`src/rtl/rv64_decode_stage.sv`:
```
// RV64I(+M when DECODE_RV64M_EN is defined) decode to ALU op code, registered output with a 2-entry skid buffer.
// One-cycle latency into an empty stage; in_ready is a registered !full, so nothing combinational runs from in_* to out_*.
module rv64_decode_stage #(
  parameter int              XLEN       = 64,
  parameter int              OP_W       = 8,
  parameter logic [OP_W-1:0] ILLEGAL_OP = OP_W'(8'hFF)
) (
  input  logic            clk,
  input  logic            reset_n,
  input  logic            flush,
  input  logic            in_valid,
  output logic            in_ready,
  input  logic [31:0]     in_instr,
  input  logic [XLEN-1:0] in_pc,
  output logic            out_valid,
  input  logic            out_ready,
  output logic [OP_W-1:0] out_op,
  output logic [4:0]      out_rs1_idx,
  output logic [4:0]      out_rs2_idx,
  output logic [4:0]      out_rd_idx,
  output logic [XLEN-1:0] out_imm,
  output logic [XLEN-1:0] out_shamt,
  output logic [XLEN-1:0] out_pc,
  output logic            out_illegal,
  output logic            out_writes_rd
);

  typedef struct packed {
    logic [OP_W-1:0] op;
    logic [4:0]      rs1;
    logic [4:0]      rs2;
    logic [4:0]      rd;
    logic [XLEN-1:0] imm;
    logic [XLEN-1:0] shamt;
    logic [XLEN-1:0] pc;
    logic            illegal;
    logic            wrd;
  } dec_t;

  typedef enum logic [1:0] {EMPTY, ONE, TWO} state_e;

  logic [6:0]      opc, f7;
  logic [2:0]      f3;
  logic [XLEN-1:0] imm_i, imm_s, imm_b, imm_u, imm_j, sh6, sh5;
  logic [OP_W-1:0] op;
  logic            legal, no_rd;
  logic [XLEN-1:0] imm, shamt;
  dec_t            dec;

  assign opc   = in_instr[6:0];
  assign f3    = in_instr[14:12];
  assign f7    = in_instr[31:25];
  assign imm_i = {{(XLEN-12){in_instr[31]}}, in_instr[31:20]};
  assign imm_s = {{(XLEN-12){in_instr[31]}}, in_instr[31:25], in_instr[11:7]};
  assign imm_b = {{(XLEN-13){in_instr[31]}}, in_instr[31], in_instr[7], in_instr[30:25], in_instr[11:8], 1'b0};
  assign imm_u = {{(XLEN-20){in_instr[31]}}, in_instr[31:12]};
  assign imm_j = {{(XLEN-21){in_instr[31]}}, in_instr[31], in_instr[19:12], in_instr[20], in_instr[30:21], 1'b0};
  assign sh6   = {{(XLEN-6){1'b0}}, in_instr[25:20]};
  assign sh5   = {{(XLEN-5){1'b0}}, in_instr[24:20]};

  always_comb begin
    op    = '0;
    legal = 1'b1;
    no_rd = 1'b0;
    imm   = '0;
    shamt = '0;
    case (opc)
      7'b0110011: begin
        if (f7 == 7'b0000000) begin
          case (f3)
            3'd0: op = OP_W'(0);
            3'd1: op = OP_W'(5);
            3'd2: op = OP_W'(8);
            3'd3: op = OP_W'(9);
            3'd4: op = OP_W'(2);
            3'd5: op = OP_W'(6);
            3'd6: op = OP_W'(3);
            3'd7: op = OP_W'(4);
          endcase
        end else if (f7 == 7'b0100000 && f3 == 3'd0) op = OP_W'(1);
        else if (f7 == 7'b0100000 && f3 == 3'd5) op = OP_W'(7);
`ifdef DECODE_RV64M_EN
        else if (f7 == 7'b0000001) op = OP_W'(10) + OP_W'(f3);
`endif
        else legal = 1'b0;
      end
      7'b0111011: begin
        if (f7 == 7'b0000000 && f3 == 3'd0) op = OP_W'(33);
        else if (f7 == 7'b0000000 && f3 == 3'd1) op = OP_W'(35);
        else if (f7 == 7'b0000000 && f3 == 3'd5) op = OP_W'(36);
        else if (f7 == 7'b0100000 && f3 == 3'd0) op = OP_W'(34);
        else if (f7 == 7'b0100000 && f3 == 3'd5) op = OP_W'(37);
`ifdef DECODE_RV64M_EN
        else if (f7 == 7'b0000001 && f3 == 3'd0) op = OP_W'(38);
        else if (f7 == 7'b0000001 && f3 >= 3'd4) op = OP_W'(35) + OP_W'(f3);
`endif
        else legal = 1'b0;
      end
      7'b0010011: begin
        imm = imm_i;
        case (f3)
          3'd0: op = OP_W'(18);
          3'd2: op = OP_W'(25);
          3'd3: op = OP_W'(26);
          3'd4: op = OP_W'(19);
          3'd6: op = OP_W'(20);
          3'd7: op = OP_W'(21);
          3'd1: begin
            shamt = sh6;
            if (in_instr[31:26] == 6'b000000) op = OP_W'(22);
            else legal = 1'b0;
          end
          default: begin
            shamt = sh6;
            if (in_instr[31:26] == 6'b000000) op = OP_W'(23);
            else if (in_instr[31:26] == 6'b010000) op = OP_W'(24);
            else legal = 1'b0;
          end
        endcase
      end
      7'b0011011: begin
        imm   = imm_i;
        shamt = sh5;
        if (f3 == 3'd0) begin
          op    = OP_W'(29);
          shamt = '0;
        end else if (f3 == 3'd1 && f7 == 7'b0000000) op = OP_W'(30);
        else if (f3 == 3'd5 && f7 == 7'b0000000) op = OP_W'(31);
        else if (f3 == 3'd5 && f7 == 7'b0100000) op = OP_W'(32);
        else legal = 1'b0;
      end
      7'b0000011: begin
        imm = imm_i;
        case (f3)
          3'd0: op = OP_W'(59);
          3'd1: op = OP_W'(60);
          3'd2: op = OP_W'(61);
          3'd3: op = OP_W'(65);
          3'd4: op = OP_W'(62);
          3'd5: op = OP_W'(63);
          3'd6: op = OP_W'(64);
          default: legal = 1'b0;
        endcase
      end
      7'b0100011: begin
        imm   = imm_s;
        no_rd = 1'b1;
        if (f3 <= 3'd3) op = OP_W'(43) + OP_W'(f3);
        else legal = 1'b0;
      end
      7'b1100011: begin
        imm   = imm_b;
        no_rd = 1'b1;
        case (f3)
          3'd0: op = OP_W'(47);
          3'd1: op = OP_W'(48);
          3'd4: op = OP_W'(49);
          3'd5: op = OP_W'(50);
          3'd6: op = OP_W'(51);
          3'd7: op = OP_W'(52);
          default: legal = 1'b0;
        endcase
      end
      7'b1101111: begin
        imm = imm_j;
        op  = OP_W'(53);
      end
      7'b1100111: begin
        imm = imm_i;
        if (f3 == 3'd0) op = OP_W'(54);
        else legal = 1'b0;
      end
      7'b0110111: begin
        imm = imm_u;
        op  = OP_W'(55);
      end
      7'b0010111: begin
        imm = imm_u;
        op  = OP_W'(56);
      end
      7'b1110011: begin
        imm   = imm_i;
        no_rd = 1'b1;
        if (in_instr == 32'h0000_0073) op = OP_W'(57);
        else if (in_instr == 32'h0010_0073) op = OP_W'(58);
        else legal = 1'b0;
      end
      default: legal = 1'b0;
    endcase
    // Illegal words still flow in order, but carry no immediate/shift payload.
    if (!legal) begin
      op    = ILLEGAL_OP;
      imm   = '0;
      shamt = '0;
    end
  end

  always_comb begin
    dec         = '0;
    dec.op      = op;
    dec.rs1     = in_instr[19:15];
    dec.rs2     = in_instr[24:20];
    dec.rd      = in_instr[11:7];
    dec.imm     = imm;
    dec.shamt   = shamt;
    dec.pc      = in_pc;
    dec.illegal = !legal;
    dec.wrd     = legal && !no_rd && (in_instr[11:7] != 5'd0);
  end

  state_e state_q, state_d;
  dec_t   out_q, out_d, skid_q, skid_d;
  logic   in_ready_q, in_ready_d;
  logic   acc;

  // in_ready_q always equals (state_q != TWO), so acc never fires in TWO.
  assign acc = in_valid && in_ready_q;

  always_comb begin
    state_d = state_q;
    out_d   = out_q;
    skid_d  = skid_q;
    if (flush) begin
      state_d = EMPTY;
    end else begin
      case (state_q)
        EMPTY: if (acc) begin
          out_d   = dec;
          state_d = ONE;
        end
        ONE: begin
          if (acc && out_ready) begin
            out_d = dec;
          end else if (acc) begin
            skid_d  = dec;
            state_d = TWO;
          end else if (out_ready) begin
            state_d = EMPTY;
          end
        end
        TWO: if (out_ready) begin
          out_d   = skid_q;
          state_d = ONE;
        end
        default: state_d = EMPTY;
      endcase
    end
    in_ready_d = (state_d != TWO);
  end

  always_ff @(posedge clk or negedge reset_n) begin
    if (!reset_n) begin
      state_q    <= EMPTY;
      out_q      <= '0;
      skid_q     <= '0;
      in_ready_q <= 1'b1;
    end else begin
      state_q    <= state_d;
      out_q      <= out_d;
      skid_q     <= skid_d;
      in_ready_q <= in_ready_d;
    end
  end

  assign in_ready      = in_ready_q;
  assign out_valid     = (state_q != EMPTY);
  assign out_op        = out_q.op;
  assign out_rs1_idx   = out_q.rs1;
  assign out_rs2_idx   = out_q.rs2;
  assign out_rd_idx    = out_q.rd;
  assign out_imm       = out_q.imm;
  assign out_shamt     = out_q.shamt;
  assign out_pc        = out_q.pc;
  assign out_illegal   = out_q.illegal;
  assign out_writes_rd = out_q.wrd;

endmodule

```
`config.mk`:
```
export PLATFORM = sky130hd
export DESIGN_NAME = rv64_decode_stage
export DESIGN_NICKNAME = d
export VERILOG_FILES = /design/src/rtl/rv64_decode_stage.sv
export SDC_FILE = /design/constraint.sdc
export NUM_CORES = 1
export LEC_CHECK = 0
export BUFFER_PORTS_ARGS = -buffer_cell sky130_fd_sc_hd__buf_4
export CAP_MARGIN = 10
export CORE_AREA = 4 4 163 165
export CTS_CLUSTER_SIZE = 28
export DETAILED_ROUTE_END_ITERATION = 8
export DIE_AREA = 0 0 167 169
export HOLD_SLACK_MARGIN = 0.05
export PLACE_DENSITY = 0.86
export RECOVER_POWER = 100
export REMOVE_ABC_BUFFERS = 1
export SLEW_MARGIN = 30
export SYNTH_ARGS = -nofsm -noshare
export SYNTH_HDL_FRONTEND = slang
export SYNTH_SLANG_ARGS = --single-unit
```
`constraint.sdc`:
```
create_clock -name clk -period 2.1 [get_ports clk]
set_input_delay 0.42 -clock clk [delete_from_list [all_inputs] [get_ports clk]]
set_output_delay 0.42 -clock clk [all_outputs]
set_load 0.03 [all_outputs]
```
==> impl_metrics.csv <==
group,metric,value,unit
floorplanning,chipWidth,167,um
logic_synthesis,syn-instance-count,1392,
power,p_int,9.10,mW
clock_network,cts_max_path_buffers,3,
timing,min_period_over_period,114,%
logic_synthesis,yosys_most_used_dff,"dfrtp_1",
worst_setup_path,path_class,"input pin to register",
route,drc_errors,0,
worst_setup_path,worst_path_max_delay_cell,"or4b_4",
route,detail_route.wirelength,42000,um
place,dpl.hpwl,28000,um
route,wl_per_cell,20.4,um
floorplanning,top_level_ports,320,
final_layout,final_cell_mix,"427 x nand2_1, 233 x buf_4, 232 x dfrtp_1, 119 x clkbuf_1, 110 x nor2_1",
power,combinational_share_of_power,22.4,%
logic_synthesis,postSynthAreaPerCell,8.52,um2
timing,relSlewSlack,44.1,%
final_layout,layout-drive-gt1-share,25.2,%
clock_network,cts_tree,"done",
route,drt_iter0_markers,1385,
timing,timing_max_transition_violations_final,0,
logic_synthesis,synth_async_sr_flop_share,100,%
floorplanning,floorplan.core_area,25000,um2
place,place.port_buffers,261,
logic_synthesis,ys_ff_latch,233,
final_layout,fill_cells,2123,
grt,grt_use_total,27.1,%
clock_network,clk-insertion-delay-late,520,ps
power,seq_power_share,42.7,%
grt,grt_first_pass_wirelength,62700,um
clock_network,cts_made_buffers,25,
worst_setup_path,buf_inv_stages_crit_path,1,
floorplanning,initial_utilization,47.4,%
worst_setup_path,critical_path.endpoint_type,"register",
timing,maxClockFrequency,419,MHz
worst_setup_path,worstPathMaxFanout,5,
timing,skew,14.6,ps
final_layout,register_area,5830,um2
grt,maximum_number_of_pins_on_one_net_before_global_route_repair,82,
logic_synthesis,mappedNetlistArea,11900,um2
route,drt-vias-per-instance,5.67,
floorplanning,die_area,28200,um2
route,first_pass_iters,6,
floorplanning,rows,58,
logic_synthesis,number_of_synthesized_flops_with_an_enable_pin,0,
final_layout,antenna_fix_cells,0,
min_path,min_path_type,"input pin to register",
logic_synthesis,yosysSeqAreaShare,49.2,%
worst_setup_path,critical_path_cell_list,"buf_6 > or4_4 > or2_4 > or4_4 > nand2_4 > nor3_4 > or4b_4 > mux2_4",
clock_network,clkTransAtPathRegs,60,ps
clock_network,root_buf_cell,"clkbuf_16",
worst_setup_path,critical-path-max-stage-delay,550,ps
place,place_congestion,0.956,
final_layout,flow.area_growth_from_synthesis,31.4,%
grt,antenna_violations_before_repair,0,
place,dpl_cell_area,14700,um2
power,switching_share,32.7,%
floorplanning,die-height,169,um
place,place_ws,-956,ps
final_layout,layout.cell_area.non_filler,15600,um2
route,route.vias.total,11700,
worst_setup_path,cp_top_family,"simple AND/OR/NAND/NOR gates",
grt,grt_most_used_layer,"met2",
grt,first_global_vias,11400,
status,run_status,"complete, but fails checks",
grt,global_route.usage.met3,3.60,%
grt,grt_overflow_total,0,
run,cap_viol_max_count,0,
final_layout,num-nets-final,1819,
route,ant_nets,0,
timing,hold_viol_final,0,
power,power_density_of_the_placed_cells,867,nW/um2
clock_network,htree_num_levels,1,
timing,rsz0062_at_grt,"true",
power,leakagePower,7.53,nW
grt,grt_met1_usage,36.4,%
grt,grt_use_met2,45.5,%
worst_setup_path,critical_path.most_common_cell,"or4_4",
worst_setup_path,required,2500,ps
final_layout,commonest_non_fill_non_tap_cell_in_the_layout,"nand2_1",
timing,period_minus_slack,2380,ps
power,power.share.clock,34.9,%
clock_network,cts.sink_count,233,
power,ir_worst_vdd,0.000718,V
final_layout,multiInputGateArea,5400,um2
logic_synthesis,synth.distinct_cells,71,
timing,worstMarginPinSlew,838,ps
logic_synthesis,ys.warnings.count,0,
timing,setup_violations,148,
power,p_switching,4.42,mW
worst_setup_path,critical_path_startpoint_category,"input pin",
timing,postLayoutSetupSlackWorst,-284,ps
worst_setup_path,worst_ep_arrival_time,2790,ps
status,failing_checks,"negative setup slack",
power by group through the flow:
stage          registers [mW]  logic [mW]  clock network (mW)
2_1_floorplan            6.42        1.12                   0
5_1_grt                  5.86        3.28                4.95
3_5_place_dp             5.83        3.18                   0
6_report                 5.77        3.03                4.72
4_1_cts                  5.76        3.27                4.75
3_3_place_gp             5.79        3.10                   0
timing repair:
action,in CTS,in global routing
pin swaps,44,16
setup endpoints to repair,72,108
cloned,1,4
hold buffers,1,0
setup buffers,12,7
hold endpoints to repair,30,0
gates resized for setup,73,35
layer usage:
metal,wire length [um],vias to the layer above
met1,16700,5704
met3,3150,132
met4,1490,0
li1,-,5211
met2,20600,636
met5,0,-
flip-flops by register name (all words and copies together), names as in the netlist:
name / count
out_pc: 64
out_writes_rd: 1
out_rd_idx: 5
out_rs1_idx: 5
out_op: 8
in_ready: 1
state_q: 2
out_rs2_idx: 5
out_shamt: 6
skid_q: 115
out_imm: 21
cell usage after synthesis (5+ instances only):
library cell / count / area, um2
and3_1: 28 / 175
nor4_1: 5 / 31.3
mux2_2: 15 / 169
nor2b_1: 7 / 43.8
inv_1: 12 / 45.0
o21ai_0: 34 / 170
o211ai_1: 6 / 45.0
a221o_1: 19 / 190
dfrtp_1: 232 / 5810
nor2_1: 116 / 435
buf_4: 102 / 766
or3_1: 14 / 87.6
ha_1: 7 / 87.6
nand2_1: 430 / 1610
o31ai_1: 6 / 45.0
a31oi_1: 80 / 500
nand3_1: 10 / 50.1
clkbuf_1: 84 / 315
buf_1: 9 / 33.8
a22o_1: 6 / 52.6
nor3_1: 11 / 55.1
a21oi_1: 53 / 265
a22oi_1: 16 / 120
a21o_1: 10 / 75.1
stage by stage:
stage	hold slack [ps]	std cells	total power, mW	utilization, %	TNS [ps]
after floorplan	124	1250	7.53	-	-1543490
after global placement	308	1990	8.89	58.6	-56650
after detailed placement	308	1990	9.02	58.6	-58640
after CTS	93.9	2049	13.8	63.8	-5740
after global routing	86.0	2059	14.1	62.3	-25330
final	93.5	2059	13.5	62.3	-10500
path summary, 6_finish.rpt:
check	slack [ps]	start	cells past startpoint	endpoint
max in group asynchronous	190	reset_n	3	out_op[6]
max reg2reg	-170	in_ready	6	out_shamt[1]
min	90	flush	2	state_q[0]
min reg2reg	470	skid_q[210]	2	skid_q[210]
min in group asynchronous	550	reset_n	2	out_pc[54]
max	-280	in_instr[31]	8	skid_q[212]
logic make-up (layout without fill, tap and decap cells):
| group | Yosys count | count (layout) | synth area share [%] |
|---|---|---|---|
| simple gates | 661 | 662 | 23.8 |
| compound gates | 261 | 261 | 14.5 |
| flops | 233 | 233 | 49.2 |
| buf+inv | 211 | 490 | 10.0 |
| mux | 16 | 16 | 1.51 |
| fa+ha+maj | 7 | 7 | 0.738 |
| xor+xnor | 2 | 2 | 0.148 |
| other cells | 1 | 58 | 0.0316 |
layout make-up:
type / instances / area share (%)
multi-input cells: 1006 / 34.6
inverters: 12 / 0.337
well taps: 330 / 2.65
flip-flops and latches: 233 / 37.4
repair buffers: 433 / 19.4
clock buffers: 28 / 4.15
clock inverters: 17 / 1.45
Note: power is estimated with default switching activity, not from simulation.
